==> config.mk <==
export PLATFORM = sky130hd
export DESIGN_NAME = cla_adder_pipe
export DESIGN_NICKNAME = d
export VERILOG_FILES = /design/src/rtl/cla_adder_pipe.sv
export SDC_FILE = /design/constraint.sdc
export NUM_CORES = 1
export LEC_CHECK = 0
export CORE_MARGIN = 5
export CORE_UTILIZATION = 30
export CTS_CLUSTER_DIAMETER = 200
export CTS_CLUSTER_SIZE = 20
export DETAILED_ROUTE_END_ITERATION = 8
export GPL_TIMING_DRIVEN = 0
export SYNTH_ARGS = -nofsm -noshare
export SYNTH_HDL_FRONTEND = slang
export SYNTH_SLANG_ARGS = --single-unit
==> constraint.sdc <==
create_clock -name clk -period 6.35 [get_ports clk]
set_input_delay 1.27 -clock clk [delete_from_list [all_inputs] [get_ports clk]]
set_output_delay 1.27 -clock clk [all_outputs]
set_load 0.01 [all_outputs]
==> src/rtl/cla_adder_pipe.sv <==
// Two-stage pipelined N-bit adder/subtractor with valid/ready on both sides.
// Optional macro CLA_ADDER_OVF_EN adds a registered signed-overflow output (ovf).

// Carry-lookahead block in 4-bit groups. The last group is padded with propagate=1,
// generate=0, so its group carry equals the carry out of bit N-1.
// The word-level PG/GG are not needed by the pipeline, so they are not brought out.
module cla_unit #(
  parameter int N = 16
) (
  input  logic [N-1:0] p,
  input  logic [N-1:0] g,
  input  logic         cin,
  output logic [N:1]   c
);
  localparam int NG = (N + 3) / 4;
  localparam int W  = NG * 4;

  logic [W-1:0] p_x;
  logic [W-1:0] g_x;
  logic [NG:0]  gc;
  logic [W:1]   c_x;

  always_comb begin
    p_x        = '1;
    g_x        = '0;
    p_x[N-1:0] = p;
    g_x[N-1:0] = g;
  end

  assign gc[0] = cin;

  generate
    for (genvar gi = 0; gi < NG; gi++) begin : g_grp
      logic [3:0] lp;
      logic [3:0] lg;
      logic       c0;
      logic       grp_p;
      logic       grp_g;

      assign lp = p_x[4*gi +: 4];
      assign lg = g_x[4*gi +: 4];
      assign c0 = gc[gi];

      assign c_x[4*gi+1] = lg[0] | (lp[0] & c0);
      assign c_x[4*gi+2] = lg[1] | (lp[1] & lg[0]) | (lp[1] & lp[0] & c0);
      assign c_x[4*gi+3] = lg[2] | (lp[2] & lg[1]) | (lp[2] & lp[1] & lg[0])
                         | (lp[2] & lp[1] & lp[0] & c0);
      assign c_x[4*gi+4] = grp_g | (grp_p & c0);

      assign grp_p = &lp;
      assign grp_g = lg[3] | (lp[3] & lg[2]) | (lp[3] & lp[2] & lg[1])
                   | (lp[3] & lp[2] & lp[1] & lg[0]);

      assign gc[gi+1] = grp_g | (grp_p & c0);
    end
  endgenerate

  assign c = c_x[N:1];
endmodule

module cla_adder_pipe #(
  parameter int N = 16
) (
  input  logic         clk,
  input  logic         rst,
  input  logic         in_valid,
  output logic         in_ready,
  input  logic [N-1:0] a,
  input  logic [N-1:0] b,
  input  logic         cin,
  input  logic         sub,
  output logic         out_valid,
  input  logic         out_ready,
  output logic [N-1:0] sum,
  output logic         cout
`ifdef CLA_ADDER_OVF_EN
  ,
  output logic         ovf
`endif
);
  logic         s0_valid_q, s0_valid_d;
  logic [N-1:0] a_q, a_d;
  logic [N-1:0] b_q, b_d;
  logic         ci_q, ci_d;
  logic         s1_valid_q, s1_valid_d;
  logic [N-1:0] sum_q, sum_d;
  logic         cout_q, cout_d;

  logic         s1_adv;
  logic [N-1:0] p_w;
  logic [N-1:0] g_w;
  logic [N:1]   c_w;
  logic [N-1:0] sum_nx;

  // in_ready looks only at pipeline state and out_ready, never at in_valid.
  assign s1_adv   = !s1_valid_q || out_ready;
  assign in_ready = !s0_valid_q || s1_adv;

  assign p_w = a_q ^ b_q;
  assign g_w = a_q & b_q;

  cla_unit #(.N(N)) u_cla (
    .p   (p_w),
    .g   (g_w),
    .cin (ci_q),
    .c   (c_w)
  );

  assign sum_nx = p_w ^ {c_w[N-1:1], ci_q};

  always_comb begin
    s0_valid_d = s0_valid_q;
    a_d        = a_q;
    b_d        = b_q;
    ci_d       = ci_q;
    if (in_ready) begin
      s0_valid_d = in_valid;
      if (in_valid) begin
        a_d  = a;
        b_d  = sub ? ~b : b;
        ci_d = sub ? 1'b1 : cin;
      end
    end
  end

  always_comb begin
    s1_valid_d = s1_valid_q;
    sum_d      = sum_q;
    cout_d     = cout_q;
    if (s1_adv) begin
      s1_valid_d = s0_valid_q;
      if (s0_valid_q) begin
        sum_d  = sum_nx;
        cout_d = c_w[N];
      end
    end
  end

  always_ff @(posedge clk) begin
    if (rst) begin
      s0_valid_q <= 1'b0;
      a_q        <= '0;
      b_q        <= '0;
      ci_q       <= 1'b0;
      s1_valid_q <= 1'b0;
      sum_q      <= '0;
      cout_q     <= 1'b0;
    end else begin
      s0_valid_q <= s0_valid_d;
      a_q        <= a_d;
      b_q        <= b_d;
      ci_q       <= ci_d;
      s1_valid_q <= s1_valid_d;
      sum_q      <= sum_d;
      cout_q     <= cout_d;
    end
  end

  assign out_valid = s1_valid_q;
  assign sum       = sum_q;
  assign cout      = cout_q;

`ifdef CLA_ADDER_OVF_EN
  // Signed overflow: carry into the sign bit differs from carry out of it.
  logic ovf_q, ovf_d;

  always_comb begin
    ovf_d = ovf_q;
    if (s1_adv && s0_valid_q) begin
      ovf_d = c_w[N] ^ c_w[N-1];
    end
  end

  always_ff @(posedge clk) begin
    if (rst) begin
      ovf_q <= 1'b0;
    end else begin
      ovf_q <= ovf_d;
    end
  end

  assign ovf = ovf_q;
`endif
endmodule

Word-level counts from Yosys, hierarchy flattened. Index checks and enable logic that the tools add are counted.

Memory bits (read-only): 0. Memories: 0. Latch bits: 0. RAM bits: 0. Register bits after elaboration: 52.

Shift-type cells: 0. Bitwise operators: 104. Multiply operators: 0. Reductions and logical operators: 10. Equal/unequal tests: 0. Add/sub/neg operators: 0. Div/mod/pow operators: 0. Muxes and demuxes: 2. $lt $le $gt $ge: 0.

Operator list (number): $and 1x1->1 (60); $or 1x1->1 (40); $xor 16x16->16 (2); $and 16x16->16 (1); $mux 16 (1); $not 16->16 (1); $reduce_and 4->1 (4); $reduce_and 2->1 (2); $logic_not 1->1 (2); $logic_or 1x1->1 (2); $mux 1 (1).

Logic depth before layout (Yosys ltp).
Depth in word-level cells: 13. Mapped depth: 9.

Hierarchy. A second synthesis with hierarchy kept.

Cells, all modules: 296. Area total of the unflattened synthesis: 2950.3 um2.

By module, submodules not included: cla_adder_pipe (times used 1, area each 2652.5 um2, cells each 249); cla_unit (times used 1, area each 297.8 um2, cells each 47).

Worst setup path before layout. Ideal clock, no wire load.

Kind: in2out. From: input port out_ready. To: output port in_ready. Stages on the path: 2. Arrival: 1.622 ns. Setup slack: 3.458 ns. Buffers on the path: 0. Path through: nor2b_1 > nand2_1.

Cells in the longest elaborated chain, start to end: 2.

RTL lines: from (decl) (line 73) `input logic out_ready,`; $logic_or 1x1->1 (line 96) `assign s1_adv = !s1_valid_q || out_ready;`; $logic_or 1x1->1 (line 97) `assign in_ready = !s0_valid_q || s1_adv;`; to (decl) (line 67) `output logic in_ready,`.

No other way between the ends.

Worst setup path after layout. Ends and elaborated chain as after synthesis.

==> flow_metrics.py <==
metrics = {
    "cts": {
        "post_cts_resized": 0,
        "ctsHoldBuffers": 0,
        "cts_buffer_depth": 2,
        "postCtsSetupRepairBufs": 0,
        "clk_latency_ps": 300,
        "cts_buffers": 5,
        "cts.reportedPaths.clkPinSlew_ps": 90,
        "clock-root-buffer": "clkbuf_8",
        "cts_tree": "done",
        "cts.sinks": 52,
        "htree_levels": 2,
    },
    "global_route": {
        "antenna_found_initial": 0,
        "grt.total_usage_pct": 12.03,
        "grt_max_degree": 16,
        "grt_overflow": 0,
        "grt_pass1_vias": 2257,
        "grt_pass1_wl_mm": 10.66,
    },
    "critical_path": {
        "cp_common_cell": "clkdlybuf4s50_1",
        "crit_slowest_cell": "clkdlybuf4s50_1",
        "critPathMaxStageDelay_ps": 500,
        "worst-setup-path-type": "input port to primary output",
        "critPathMaxFanout": 5,
        "crit_arrival_ps": 2560,
        "critPathLaunchType": "input port",
        "worstPathRequired_ps": 5080,
        "worst_path_dominant_cell_family": "buffers and inverters",
        "crit_chain": "clkdlybuf4s50_1 > nor2b_1 > nand2_1 > clkdlybuf4s50_1",
        "worstPathBufferInverterCount": 2,
        "crit_path_end_kind": "primary output",
    },
    "die": {
        "die_y_um": 103.7,
        "core_mm2": 0.008636,
        "io_pins": 57,
        "initial_utilization_pct": 30.48,
        "fp.dieArea_mm2": 0.01075,
        "rows": 34,
        "die_x_um": 103.7,
    },
    "synth": {
        "synth_ff_type": "dfxtp_1",
        "synth_seq_cells": 52,
        "synthTopCellsByCount": "52 x dfxtp_1, 48 x nand2_1, 31 x nor2_1",
        "syn_avg_cell_area_um2": 8.603,
        "synth_area_leaders": "dfxtp_1 40%, xnor2_1 8.0%, ha_1 7.6%",
        "synth_cells": 306,
        "synth_edf_count": 0,
        "synth_top_area_share_pct": 39.54,
        "yosysMostFrequentCell": "dfxtp_1",
        "syn_nets": 364,
        "synth_area_mm2": 0.002633,
        "ys_types": 39,
        "async_flop_share_pct": 0,
        "yosysTopAreaCell": "dfxtp_1",
        "yosys_warnings": 0,
        "seq_area_frac_synth_pct": 39.54,
    },
    "routing": {
        "finalWirelength_mm": 6.220,
        "wl_per_cell_um": 13.09,
        "final_antenna_net_count": 0,
        "vias": 2201,
        "first_iter_violations": 55,
        "drc": 0,
        "routed_via_density": 4.634,
        "dr.pass1.iters": 4,
    },
    "layout": {
        "final_nets": 425,
        "area_growth_pct": 30.56,
        "seq_area_mm2": 0.001041,
        "fillers": 899,
        "multi_input_area_mm2": 0.001499,
        "n_antenna_cell": 0,
        "drive_above_1_share_pct": 3.815,
        "final_area_mm2": 0.003437,
    },
    "sta": {
        "fin_crit_sh_pct": 60.37,
        "hold_viol_final": 0,
        "fin_crit_ps": 3833,
        "drv_slew": 0,
        "worst_pin_slew_ps": 683.7,
        "max_slew_margin_pct": 54.42,
        "max_freq_mhz": 260.9,
        "finalSetupViolations": 0,
        "rsz0062_at_grt": "false",
        "setup-tns-final_ps": 0,
        "finClkSkew_ps": 7.498,
    },
    "place": {
        "globalplace.congestion": 0.7988,
        "dpl_cell_area_mm2": 0.003308,
        "io_buffer_count": 54,
        "hpwl_mm": 5.039,
    },
    "power": {
        "p_sw_uw": 193.8,
        "cellPowerDensity_mw_per_mm2": 225.9,
        "combPwrFrac_pct": 19.9,
        "sw_frac_of_total_pct": 24.96,
        "intPower_uw": 582.7,
        "p_clk_share_pct": 33.4,
        "seqPwrFrac_pct": 46.7,
        "leakagePower_nw": 1.327,
        "peakVddDrop_mv": 0.09448,
    },
    "status": {
        "status": "finished, final reports clean",
    },
    "min_path": {
        "holdCritPathClass": "register to register",
    },
    "job": {
        "maxCapViolations": 0,
    },
}
[cells by family (layout without fill, tap and decap cells)]
kind of cell	after synthesis	after routing	synth area share, %
simple gates	105	105	17.73
buf+inv	24	85	3.517
fa+ha+maj	20	20	10.65
flops	52	52	39.54
mux	1	1	0.3802
xor+xnor	27	27	8.983
compound gates	77	77	19.20
[placed cells by master, fill, tap and decap left out, types with 3 or more instances in the layout]
cell             Yosys  routed
nor2_1              31      31
nor2b_1              3       3
xnor2_1             24      24
inv_1                6       6
o21ai_0             10      10
dfxtp_1             52      52
clkbuf_8             0       5
fa_1                 4       4
xor2_1               3       3
and2_1               3       3
nand2_1             48      48
a211oi_1            21      21
nor3_1               4       4
clkdlybuf4s50_1      0      54
nand2b_1             4       4
clkbuf_1            15      15
o21a_1               3       3
ha_1                16      16
nand3b_1             5       5
a21oi_1             29      29
[power groups by stage]
stage | Sequential [mW] | Combinational (mW) | Clock (mW)
after CTS | 0.363 | 0.157 | 0.268
after detailed placement | 0.371 | 0.156 | 0
after floorplan | 0.371 | 0.0908 | 0
after global routing | 0.366 | 0.175 | 0.281
final | 0.363 | 0.155 | 0.259
after global placement | 0.370 | 0.155 | 0
[final cells by class]
cell class | instances | area share (%)
multi-input combinational | 230 | 43.61
sequential | 52 | 30.29
timing repair buffer | 54 | 15.73
tap | 108 | 3.932
buffer | 18 | 2.039
clock buffer | 5 | 2.002
clock inverter | 2 | 1.747
inverter | 6 | 0.6553
[worst paths after layout]
check	startpoint	cells after the start	slack [ps]	end
worst max-delay path	out_ready	4	2520	in_ready
worst min register to register	sum[4]$_SDFFE_PP0P_	2	460	sum[4]$_SDFFE_PP0P_
worst min-delay path	sum[4]$_SDFFE_PP0P_	2	460	sum[4]$_SDFFE_PP0P_
worst max register to register	a_q[5]$_SDFFE_PP0P_	9	3950	sum[13]$_SDFFE_PP0P_
[sequential cells by signal, indices dropped and copies added, names as in the netlist]
name / flops
a_q: 16
sum: 16
ci_q: 1
s0_valid_q: 1
cout: 1
out_valid: 1
b_q: 16
[stage by stage]
stage	hold slack (ps)	total power, mW	worst slack [ps]	std cells	utilization [%]
global placement	441.9	0.5248	2523	468	38.31
CTS	462.4	0.7880	2513	475	39.80
detailed placement	449.0	0.5273	2525	468	38.31
global route	477.6	0.8216	2443	475	39.80
floorplan	440.6	0.4614	3458	306	-
finish	458.2	0.7764	2517	475	39.80
[per-layer routing]
metal / global-route usage [%] / up-vias / part of all wire, %
met4: 4.163 / 0 / 1.6
met5: 0 / - / 0
met1: 15.81 / 980 / 47
met2: 19.22 / 52 / 45
li1: - / 1163 / -
met3: 2.923 / 6 / 6.0
[worst register-to-register path: cells and delay by family (launching register included)]
kind	cells	cell delay [ps]
compound gates	5	840
fa+ha+maj	2	730
flops	1	320
xor+xnor	1	280
simple gates	1	90
Note: power is estimated with default switching activity, not from simulation.
==> RTL change (config.mk and constraints unchanged) <==
`N` is set to 16 in 2 places; all go to 17.
--- a/src/rtl/cla_adder_pipe.sv
+++ b/src/rtl/cla_adder_pipe.sv
@@ -6,5 +6,5 @@
 // The word-level PG/GG are not needed by the pipeline, so they are not brought out.
 module cla_unit #(
-  parameter int N = 16
+  parameter int N = 17
 ) (
   input  logic [N-1:0] p,
@@ -60,5 +60,5 @@
 
 module cla_adder_pipe #(
-  parameter int N = 16
+  parameter int N = 17
 ) (
   input  logic         clk,
Interface: changed (resized a, b and sum); port bits go from 57 to 60. No check against the original RTL was run, so the function may have changed too.
==> RTL change against the unedited design <==
  * Count of clock-buffer cells in the layout increased by 1
  * Global-route usage grew 0.36 points
  * Design area increased by 5.5%
  * Routed wire length rose by 9.8%
  * Largest power group unchanged
  * Maximum frequency fell by 1.1%
  * Sequential cell count rose by 3
  * Worst setup slack lost 43 ps
  * Total power increased by 1.8%
  * Synthesized area up 6.4%
==> RTL change: results <==
group,metric,value,unit
yosys,ys_dominant_reg_cell,"dfxtp_1",
yosys,netlist_instances,321,
layout,finalNonFillerCells,497,
drt,drtIter0Drc,84,
yosys,synth_compound_area_share,22.9,%
setup_path,reg2reg_slack,3920,ps
layout,antenna_cells,0,
placed_design,pre_cts_ws,2470,ps
yosys,ys_top_cells_by_count,"57 x nand2_1, 55 x dfxtp_1, 33 x nor2_1",
pwr,swShare,26.7,%
setup_path,worstPathArrival,2610,ps
layout,nNetsFinal,446,
layout,drive_above_1_share,6.48,%
worst_hold_path,hold_path.class,"flip-flop to flip-flop",
setup_path,reg2reg_depth,9,
placed_design,hpwl,5660,µm
setup_path,reg2reg_to,"sum[16]",
pwr,p_leak,0.00139,µW
sta,skew,4.48,ps
worst_hold_path,min_to,"sum[11]",
setup_path,max_stage_delay,550,ps
drt,post_drt_via_cell_ratio,4.70,
clocking,cts_root_buffer,"clkbuf_8",
yosys,netlist.area_leader.share,39.3,%
yosys,synth.area.top_cells,"dfxtp_1 39%, nand2_1 7.6%, xnor2_1 7.2%",
placed_design,io_buffers,57,
sta,max_freq,258,MHz
grt,grt_pass1_wl,11200,µm
yosys,muxShareOfSynthArea,0,%
placed_design,place.gp.congestion,0.849,
setup_path,critical_path.slowest_cell,"clkdlybuf4s50_1",
drt,routedWlPerCell,13.7,µm
run_status,status,"complete, no violations",
yosys,yosysSeqAreaShare,39.3,%
worst_hold_path,min_from,"sum[11]",
yosys,ys_types,37,
sta,slew_headroom,63.3,%
sta,holdWs,449,ps
grt,first_global_vias,2427,
yosys,synth_xor_area_share,8.13,%
pwr,peakVddDrop,0.0813,mV
pwr,seqPwrFrac,48.6,%
placed_design,place_area,3510,µm²
placed_design,dp_cells,489,
-- RTL change: per-layer routing --
| layer | global-route usage [%] | vias up | wire length, µm |
|---|---|---|---|
| met5 | 0 | - | 0 |
| met1 | 15.5 | 1065 | 3230 |
| met4 | 3.47 | 0 | 83 |
| met2 | 21.2 | 39 | 3200 |
| li1 | - | 1227 | - |
| met3 | 2.95 | 7 | 313 |
-- RTL change: worst max-delay path, delay by kind of cell --
family                 cells  cell delay, ps
and+or+nand+nor            2             330
buffers and inverters      2            1000
-- RTL change: stage by stage --
stage          utilization (%)  power (µW)
2_1_floorplan                -         491
3_3_place_gp              38.3         558
3_5_place_dp              38.3         562
4_1_cts                   39.6         799
5_1_grt                   39.6         832
6_report                  39.6         790
-- RTL change: final cells by class --
type / instances / area [µm²]
plain buffers: 18 / 76.3
clock buffers: 6 / 82.6
clock inverters: 2 / 35.0
fillers: 937 / 5530
inverters: 9 / 33.8
multi-input cells: 239 / 1590
flip-flops and latches: 55 / 1100
well taps: 111 / 139
repair buffers: 57 / 571
